--- src/rtl/framestore_request_pkg.sv ---
// Shared memory command/tag codes and client indexing for the frame store request path.
// The command and tag encodings must match the response path that decodes them.
package framestore_request_pkg;

    localparam logic [1:0] CMD_NOOP    = 2'd0;
    localparam logic [1:0] CMD_REFRESH = 2'd1;
    localparam logic [1:0] CMD_READ    = 2'd2;
    localparam logic [1:0] CMD_WRITE   = 2'd3;

    localparam logic [2:0] TAG_NONE = 3'd0;
    localparam logic [2:0] TAG_FWD  = 3'd1;
    localparam logic [2:0] TAG_BWD  = 3'd2;
    localparam logic [2:0] TAG_DISP = 3'd3;
    localparam logic [2:0] TAG_VBUF = 3'd4;

    localparam int ADDR_W      = 22;
    localparam int DATA_W      = 64;
    localparam int NUM_CLIENTS = 6;

    // Bit index doubles as priority: lower index wins arbitration.
    localparam int CL_DISP  = 0;
    localparam int CL_FWD   = 1;
    localparam int CL_BWD   = 2;
    localparam int CL_RECON = 3;
    localparam int CL_VBW   = 4;
    localparam int CL_VBR   = 5;

    typedef logic [NUM_CLIENTS-1:0] client_vec_t;

    localparam client_vec_t READ_MASK = client_vec_t'((1 << CL_DISP) | (1 << CL_FWD)
                                                    | (1 << CL_BWD) | (1 << CL_VBR));

    typedef enum logic [1:0] {
        ST_INIT,
        ST_WAIT,
        ST_GRANT,
        ST_ISSUE
    } state_e;

    function automatic logic grant_is_read(input client_vec_t grant);
        return |(grant & READ_MASK);
    endfunction

    function automatic logic [2:0] client_tag(input client_vec_t grant);
        logic [2:0] tag;
        tag = TAG_NONE;
        if (grant[CL_FWD])  tag = TAG_FWD;
        if (grant[CL_BWD])  tag = TAG_BWD;
        if (grant[CL_DISP]) tag = TAG_DISP;
        if (grant[CL_VBR])  tag = TAG_VBUF;
        return tag;
    endfunction

endpackage

--- src/rtl/framestore_request_arbiter.sv ---
// Combinational fixed-priority encoder: the lowest set bit of the eligibility vector wins.
module framestore_request_arbiter
    import framestore_request_pkg::*;
(
    input  client_vec_t eligible,
    output client_vec_t grant,
    output logic        any_grant
);

    // Two's-complement trick isolates the lowest set bit as a one-hot grant.
    always_comb begin
        grant     = eligible & (~eligible + client_vec_t'(1));
        any_grant = |eligible;
    end

endmodule

--- src/rtl/framestore_request.sv ---
// Frame store request side: arbitrates six clients into the memory request fifo and
// pushes a routing tag for every read so the response path can steer returned data.
module framestore_request
    import framestore_request_pkg::*;
#(
    parameter int unsigned INIT_CYCLES = 65536
) (
    input  logic              clk,
    input  logic              rst,

    input  logic [ADDR_W-1:0] fwd_rd_addr,
    input  logic              fwd_rd_addr_empty,
    input  logic              fwd_rd_addr_valid,
    output logic              fwd_rd_addr_en,
    input  logic              fwd_wr_dta_almost_full,

    input  logic [ADDR_W-1:0] bwd_rd_addr,
    input  logic              bwd_rd_addr_empty,
    input  logic              bwd_rd_addr_valid,
    output logic              bwd_rd_addr_en,
    input  logic              bwd_wr_dta_almost_full,

    input  logic [ADDR_W-1:0] disp_rd_addr,
    input  logic              disp_rd_addr_empty,
    input  logic              disp_rd_addr_valid,
    output logic              disp_rd_addr_en,
    input  logic              disp_wr_dta_almost_full,

    input  logic [ADDR_W-1:0] vbr_rd_addr,
    input  logic              vbr_rd_addr_empty,
    input  logic              vbr_rd_addr_valid,
    output logic              vbr_rd_addr_en,
    input  logic              vbr_wr_dta_almost_full,

    input  logic [ADDR_W-1:0] recon_wr_addr,
    input  logic [DATA_W-1:0] recon_wr_dta,
    input  logic              recon_wr_empty,
    input  logic              recon_wr_valid,
    output logic              recon_wr_en,

    input  logic [ADDR_W-1:0] vbw_wr_addr,
    input  logic [DATA_W-1:0] vbw_wr_dta,
    input  logic              vbw_wr_empty,
    input  logic              vbw_wr_valid,
    output logic              vbw_wr_en,

    output logic [1:0]        mem_req_wr_cmd,
    output logic [ADDR_W-1:0] mem_req_wr_addr,
    output logic [DATA_W-1:0] mem_req_wr_dta,
    output logic              mem_req_wr_en,
    input  logic              mem_req_wr_almost_full,

    output logic [2:0]        tag_wr_dta,
    output logic              tag_wr_en,
    input  logic              tag_wr_almost_full
);

    localparam int CNT_W = (INIT_CYCLES > 1) ? $clog2(INIT_CYCLES) : 1;
    localparam logic [CNT_W-1:0] INIT_LAST = CNT_W'(INIT_CYCLES - 1);

    state_e            state_q, state_d;
    logic [CNT_W-1:0]  cnt_q, cnt_d;
    client_vec_t       grant_q, grant_d;
    client_vec_t       en_q, en_d;
    logic [1:0]        cmd_q, cmd_d;
    logic [ADDR_W-1:0] addr_q, addr_d;
    logic [DATA_W-1:0] dta_q, dta_d;
    logic              mem_en_q, mem_en_d;
    logic [2:0]        tag_q, tag_d;
    logic              tag_en_q, tag_en_d;

    client_vec_t       eligible;
    client_vec_t       valid_vec;
    client_vec_t       arb_grant;
    logic              arb_any;
    logic [ADDR_W-1:0] client_addr [NUM_CLIENTS];
    logic [ADDR_W-1:0] sel_addr;
    logic [DATA_W-1:0] sel_dta;
    logic              sel_valid;

    // Reads are held back while their destination fifo is nearly full; writes only need data.
    assign eligible[CL_DISP]  = ~disp_rd_addr_empty & ~disp_wr_dta_almost_full;
    assign eligible[CL_FWD]   = ~fwd_rd_addr_empty  & ~fwd_wr_dta_almost_full;
    assign eligible[CL_BWD]   = ~bwd_rd_addr_empty  & ~bwd_wr_dta_almost_full;
    assign eligible[CL_RECON] = ~recon_wr_empty;
    assign eligible[CL_VBW]   = ~vbw_wr_empty;
    assign eligible[CL_VBR]   = ~vbr_rd_addr_empty  & ~vbr_wr_dta_almost_full;

    assign valid_vec[CL_DISP]  = disp_rd_addr_valid;
    assign valid_vec[CL_FWD]   = fwd_rd_addr_valid;
    assign valid_vec[CL_BWD]   = bwd_rd_addr_valid;
    assign valid_vec[CL_RECON] = recon_wr_valid;
    assign valid_vec[CL_VBW]   = vbw_wr_valid;
    assign valid_vec[CL_VBR]   = vbr_rd_addr_valid;

    assign client_addr[CL_DISP]  = disp_rd_addr;
    assign client_addr[CL_FWD]   = fwd_rd_addr;
    assign client_addr[CL_BWD]   = bwd_rd_addr;
    assign client_addr[CL_RECON] = recon_wr_addr;
    assign client_addr[CL_VBW]   = vbw_wr_addr;
    assign client_addr[CL_VBR]   = vbr_rd_addr;

    framestore_request_arbiter u_arbiter (
        .eligible  (eligible),
        .grant     (arb_grant),
        .any_grant (arb_any)
    );

    always_comb begin
        sel_addr = '0;
        for (int i = 0; i < NUM_CLIENTS; i++) begin
            if (grant_q[i]) sel_addr = client_addr[i];
        end
        sel_dta   = grant_q[CL_VBW] ? vbw_wr_dta : recon_wr_dta;
        sel_valid = |(grant_q & valid_vec);
    end

    always_comb begin
        state_d  = state_q;
        cnt_d    = cnt_q;
        grant_d  = grant_q;
        en_d     = '0;
        cmd_d    = cmd_q;
        addr_d   = addr_q;
        dta_d    = dta_q;
        mem_en_d = 1'b0;
        tag_d    = tag_q;
        tag_en_d = 1'b0;

        case (state_q)
            ST_INIT: begin
                if (cnt_q == INIT_LAST) begin
                    cnt_d   = '0;
                    state_d = ST_WAIT;
                end else begin
                    cnt_d = cnt_q + 1'b1;
                end
            end
            ST_WAIT: begin
                if (!mem_req_wr_almost_full && !tag_wr_almost_full && arb_any) begin
                    grant_d = arb_grant;
                    en_d    = arb_grant;
                    state_d = ST_GRANT;
                end
            end
            ST_GRANT: begin
                state_d = ST_ISSUE;
            end
            ST_ISSUE: begin
                // A missing _valid means the client fifo had nothing after all; drop silently.
                if (sel_valid) begin
                    mem_en_d = 1'b1;
                    addr_d   = sel_addr;
                    if (grant_is_read(grant_q)) begin
                        cmd_d    = CMD_READ;
                        dta_d    = '0;
                        tag_d    = client_tag(grant_q);
                        tag_en_d = 1'b1;
                    end else begin
                        cmd_d = CMD_WRITE;
                        dta_d = sel_dta;
                    end
                end
                grant_d = '0;
                state_d = ST_WAIT;
            end
            default: begin
                state_d = ST_INIT;
                cnt_d   = '0;
                grant_d = '0;
            end
        endcase
    end

    always_ff @(posedge clk) begin
        if (!rst) begin
            state_q  <= ST_INIT;
            cnt_q    <= '0;
            grant_q  <= '0;
            en_q     <= '0;
            cmd_q    <= CMD_NOOP;
            addr_q   <= '0;
            dta_q    <= '0;
            mem_en_q <= 1'b0;
            tag_q    <= '0;
            tag_en_q <= 1'b0;
        end else begin
            state_q  <= state_d;
            cnt_q    <= cnt_d;
            grant_q  <= grant_d;
            en_q     <= en_d;
            cmd_q    <= cmd_d;
            addr_q   <= addr_d;
            dta_q    <= dta_d;
            mem_en_q <= mem_en_d;
            tag_q    <= tag_d;
            tag_en_q <= tag_en_d;
        end
    end

    assign disp_rd_addr_en = en_q[CL_DISP];
    assign fwd_rd_addr_en  = en_q[CL_FWD];
    assign bwd_rd_addr_en  = en_q[CL_BWD];
    assign recon_wr_en     = en_q[CL_RECON];
    assign vbw_wr_en       = en_q[CL_VBW];
    assign vbr_rd_addr_en  = en_q[CL_VBR];

    assign mem_req_wr_cmd  = cmd_q;
    assign mem_req_wr_addr = addr_q;
    assign mem_req_wr_dta  = dta_q;
    assign mem_req_wr_en   = mem_en_q;
    assign tag_wr_dta      = tag_q;
    assign tag_wr_en       = tag_en_q;

endmodule

--- config.mk ---
export PLATFORM = sky130hd
export DESIGN_NAME = framestore_request
export DESIGN_NICKNAME = d
export VERILOG_FILES = /design/src/rtl/framestore_request_pkg.sv /design/src/rtl/framestore_request_arbiter.sv /design/src/rtl/framestore_request.sv
export SDC_FILE = /design/constraint.sdc
export NUM_CORES = 1
export LEC_CHECK = 0
export BUFFER_PORTS_ARGS = -buffer_cell sky130_fd_sc_hd__buf_2
export CAP_MARGIN = 20
export CORE_AREA = 2 2 148 150
export CTS_CLUSTER_DIAMETER = 50
export DETAILED_ROUTE_END_ITERATION = 8
export DIE_AREA = 0 0 150 152
export PLACE_DENSITY = 0.57
export REMOVE_ABC_BUFFERS = 1
export SLEW_MARGIN = 30
export SYNTH_ARGS = -nofsm -noshare
export SYNTH_HDL_FRONTEND = slang
export SYNTH_HIERARCHICAL = 1
export SYNTH_SLANG_ARGS = --single-unit
--- constraint.sdc ---
create_clock -name clk -period 3.3 [get_ports clk]
set_input_delay 0.33 -clock clk [delete_from_list [all_inputs] [get_ports clk]]
set_output_delay 0.33 -clock clk [all_outputs]
set_load 0.01 [all_outputs]
=== Yosys cells after proc, flatten, opt, wreduce, memory -nomap -nowiden ===
Cells that the tools add are included.

* $add $sub $neg: 2
* $mul: 0
* Divide/modulo/power cells: 0
* Order comparisons: 0
* Eq/ne operators: 6
* Shifts and indexed selects: 0
* Multiplexer cells: 21
* Bitwise logic cells: 17
* Reductions and logical operators: 16

{| class="wikitable"
|+ Operator list
! cell !! number
|-
| 22-bit 2-to-1 mux || 6
|-
| 64-bit 2-to-1 mux || 2
|-
| 16-bit by 1-bit adder with 16-bit output (second input constant) || 1
|-
| 16-bit equality test (second input constant) || 1
|-
| 16-bit 2-to-1 mux || 1
|-
| 6-bit bitwise AND || 2
|-
| 6-bit one-hot mux with 2 select lines || 1
|-
| 6-bit OR reduction || 2
|-
| 1-bit inverter || 10
|-
| 3-bit 2-to-1 mux || 3
|-
| 3-bit AND reduction || 3
|-
| 2-bit one-hot mux with 4 select lines || 1
|-
| 2-bit AND reduction || 4
|-
| 6-bit by 1-bit adder with 6-bit output (second input constant) || 1
|-
| 6-bit 2-to-1 mux || 1
|-
| 6-bit inverter || 1
|-
| 1-bit bitwise AND || 4
|-
| 2-bit equality test (second input constant) || 2
|-
| 1-bit 2-to-1 mux || 4
|-
| 2-bit 2-to-1 mux || 2
|-
| 2-bit != test (second input constant) || 2
|-
| 4-bit OR reduction || 1
|-
| 2-bit by 1-bit equality test with 1-bit output (second input constant) || 1
|-
| 1-bit logical AND || 2
|-
| 3 further kinds || 4
|}

* Flip-flop bits (word level): 123
* Latch bits: 0
* RAM bits: 0
* Bits in read-only memories: 0
* Input bits: 280
* Output and inout port bits: 99
* Memories kept: 0

=== Logic depth before layout (Yosys ltp) ===
* Word-level depth: 7
* Mapped depth: 8
* Mapped depth without buffers: 7

=== Cells and area by module ===
The synthesis kept the hierarchy.

{| class="wikitable"
|+ Modules (own cells, without submodules)
! module !! times used !! cells each !! area each (um^2) !! sequential area each (um^2)
|-
| framestore_request || 1 || 749 || 6423.7 || 2462.4
|-
| framestore_request_arbiter || 1 || 9 || 62.6 || 0.0
|}

=== Worst setup path after synthesis ===
OpenSTA, ideal clock, no wires.

* Kind: in2reg
* Start: in recon_wr_empty
* End: reg grant_q[0]
* Library setup time: 0.128 ns
* Arrival time: 1.828 ns
* Data required time: 3.172 ns
* Setup slack: 1.344 ns
* Stages on the path: 8
* Buffers on the path: 1
* Path through: inv_1 > or4_4 > or3_1 > nor3b_1 > and3b_1 > clkbuf_1 > a22oi_1 > nor2_1

* Cells in the longest elaborated chain, start to end: 5

{| class="wikitable"
|+ RTL lines
! item !! line !! source
|-
| from (decl) || framestore_request.sv:37 || <nowiki>input logic recon_wr_empty,</nowiki>
|-
| 1-bit inverter || framestore_request.sv:85 || <nowiki>assign eligible[CL_RECON] = ~recon_wr_empty;</nowiki>
|-
| 6-bit OR reduction || framestore_request_arbiter.sv:13 || <nowiki>any_grant = |eligible;</nowiki>
|-
| named net arb_any || framestore_request.sv:75 || <nowiki>logic arb_any;</nowiki>
|-
| 1-bit logical AND || framestore_request.sv:140 || <nowiki>if (!mem_req_wr_almost_full && !tag_wr_almost_full && arb_any) begin</nowiki>
|-
| 2-bit != test (no line) || - ||
|-
| 2-bit AND reduction (no line) || - ||
|-
| to (signal assigned) || framestore_request.sv:190 || <nowiki>grant_q <= grant_d;</nowiki>
|-
| to (decl) || framestore_request.sv:63 || <nowiki>client_vec_t grant_q, grant_d;</nowiki>
|}

The timed path passes the listed nets, and every way through them passes these cells.
A chain may end at the register's enable or synchronous reset.

=== Final worst setup path ===
* Start: reg cnt_q[0]
* End: reg cnt_q[6]

* Cells in the longest elaborated chain, start to end: 2

{| class="wikitable"
|+ RTL lines
! item !! line !! source
|-
| from (decl) || framestore_request.sv:62 || <nowiki>logic [CNT_W-1:0] cnt_q, cnt_d;</nowiki>
|-
| from (signal assigned) || framestore_request.sv:189 || <nowiki>cnt_q <= cnt_d;</nowiki>
|-
| 16-bit by 1-bit adder with 16-bit output or 16-bit equality test (tied branches) || framestore_request.sv:136, framestore_request.sv:132 ||
|-
| 16-bit 2-to-1 mux * || framestore_request.sv:132 || <nowiki>if (cnt_q == INIT_LAST) begin</nowiki>
|}

Mark *: on every way between the ends. The rest lies on a longest branch, timed or not.

==> impl_metrics.ini <==
[logic_synthesis]
synth_area_per_cell_um2 = 8.56
ys_warn_count = 6
synth_top_flop_cell = dfxtp_1
async_reset_ff_frac = 0
yosys-top-cells-area = dfxtp_1 (38%), mux2i_1 (10%), o31ai_1 (9.4%)
synth_edf_count = 0
synth_area_um2 = 6490
synth-seq-cells = 123
yosysTopAreaCellShare = 0.380
yosysTopAreaCell = dfxtp_1
netlist-cell-type-count = 48
synthCells = 758
synth_seq_area_share = 0.380

[outcome]
status = completed

[routing]
detail_route.drc_violations = 0
totalWireLength_um = 23900
wire_per_inst_um = 17.1
ant_nets = 0
drt-initial-drc-count = 301
drt_first_pass_iters = 4
viasPerCell = 5.03
via_count = 7014

[floorplanning]
initial_core_util = 0.304
die_w_um = 150
ios = 379
core_um2 = 21400
fp.dieH_um = 152
rows = 54
die_area_um2 = 22800

[cells_and_area]
final_core_util = 0.427
areaGrowthSynthToFinish_pct = 40.4
final_area_um2 = 9110
final_common_cell = buf_2
layout_common_cells = buf_2 (378), dfxtp_1 (121), nand3_1 (91), o31ai_1 (81), nand2_1 (72)
multiInputGateArea_um2 = 3670
fill_cells = 2214
layout-drive-gt1-share = 0.392
final_nets = 1383
seqCellArea_um2 = 2470

[worst_setup_path]
cp_num_buf_inv = 0
path_class = register to register
crit_arrival_ps = 2560
slowest_delay_ps = 730
cp_max_fo = 11
crit_family = simple AND/OR/NAND/NOR gates
required_ps = 3560
cpMaxStageDelayCell = o31ai_2
worstPathCellList = ha_1, nand4_2, or3_1, o31ai_2, nor2_1
start_kind = register
crit_path_end_kind = register

[power_and_ir_drop]
leakagePower_nw = 3.92
p_int_w = 0.00271
p_per_area_nw_per_um2 = 409
max-vdd-ir-drop_v = 0.000319
combPwrFrac = 0.123
p_seq_frac = 0.414
swShare = 0.273
p_clk_frac = 0.463
power_switching_w = 0.00102

[grt]
antenna_found_initial = 2
grt_use_total = 0.203
grt_overflow = 0
grt_pass1_vias = 6534
grt_first_pass_wirelength_um = 36100
grt_max_degree = 97

[sta]
maxSlewHeadroom = 0.417
period_minus_slack_ps = 2300
grt_setup_unrepaired = false
worst_pin_slew_ps = 874
hold_ws_ps = 238
fin_skew_ps = 9.26
final_max_slew_viol_count = 0
hold_viol_final = 0
worst_slack_ps = 1000
clock.fmax_ghz = 0.435
finalCritPeriodShare = 0.696
setup_viol = 0

[clock_tree]
ctsResizeCount = 0
cts.clk_slew.worst_paths_ps = 60
cts.sinks = 123
numCtsBuffers = 17
cts_tree = built
clockRootBuffer = clkbuf_16
clockBufferDepth = 2
clkLatencyLatePin_ps = 420
cts_setup_buffers = 0
htreeDepth = 4
hold_buffers = 0

[place]
place_area_um2 = 8560
dp_hpwl_um = 17900
portBuffers = 378
place_ws_ps = 1010
place_congestion = 0.834

[worst_hold_path]
min_path_type = input port to register

[run]
drv_cap = 0
## power by group through the flow
stage                     registers [W]  clock network (W)  logic [W]
after floorplan                 0.00157                  0   0.000195
after global routing            0.00155            0.00184   0.000508
after CTS                       0.00154            0.00177   0.000462
after global placement          0.00157                  0   0.000457
final                           0.00154            0.00173   0.000458
after detailed placement        0.00157                  0   0.000458
## worst register-to-register path: stages (launching register included)
cell	delay, ps
dfxtp_1	410
ha_1	260
nand4_2	190
or3_1	440
o31ai_2	730
nor2_1	110
## through the flow
step / std cells / TNS, ps / total power, W
3_3_place_gp: 1360 / 0 / 0.00203
6_report: 1394 / 0 / 0.00373
5_1_grt: 1394 / 0 / 0.00390
3_5_place_dp: 1360 / 0 / 0.00203
4_1_cts: 1392 / 0 / 0.00377
2_1_floorplan: 686 / -225830 / 0.00177
## metal layers
layer | share of wire | vias up | global-route usage
li1 | - | 3489 | -
met2 | 0.49 | 294 | 0.356
met3 | 0.083 | 23 | 0.0538
met4 | 0.016 | 0 | 0.0633
met1 | 0.41 | 3208 | 0.238
met5 | 0 | - | 0
## synthesized netlist by cell type (5+ instances only)
master and instances:
a22oi_1 7, nand3_1 91, o22ai_1 6, and2_1 6, inv_1 10, nand2_1 73
o21ai_0 8, mux2i_1 65, o31ai_1 81, a211o_1 5, buf_4 6, nor3b_1 20
a22o_1 20, xnor2_1 10, a221oi_1 5, o211ai_1 17, a21oi_1 33, dfxtp_1 123
buf_2 30, nor2b_1 19, clkbuf_1 35, nor2_1 34, nor3_1 5, and3b_1 6
## registers in the layout (all words and copies together), names as in the netlist
signal and count:
mem_req_wr_dta 64, mem_req_wr_addr 22, cnt_q 16, en_q 6, grant_q 6, tag_wr_dta 3
mem_req_wr_cmd 2, state_q 2, mem_req_wr_en 1, tag_wr_en 1
## cell families (layout without fill, tap and decap cells)
kind of cell	after synthesis	after routing	synth area share
AND/OR/NAND/NOR	280	280	0.224
AO/OA/AOI/OAI	191	191	0.214
flip-flops	123	123	0.380
buffers and inverters	82	436	0.0567
multiplexers	65	65	0.100
XOR/XNOR	13	13	0.0176
adder cells (fa/ha/maj)	4	4	0.00772
other	0	2	0
## final cells by class
type,instances,area share
Antenna cell,2,0.000550
Clock buffer,18,0.0471
Clock inverter,14,0.0124
Inverter,10,0.00412
Multi-Input combinational cell,553,0.403
Sequential cell,123,0.271
Tap cell,280,0.0385
Timing Repair Buffer,394,0.224
## final timing paths
path | cells after the start | start | to | slack, ps
worst max register to register | 5 | cnt_q[0] | cnt_q[6] | 1000
worst min-delay path | 3 | recon_wr_dta[57] | mem_req_wr_dta[57] | 240
worst max-delay path | 5 | cnt_q[0] | cnt_q[6] | 1000
worst min register to register | 2 | mem_req_wr_addr[5] | mem_req_wr_addr[5] | 450
No activity file was read; power rests on OpenSTA's default activity.
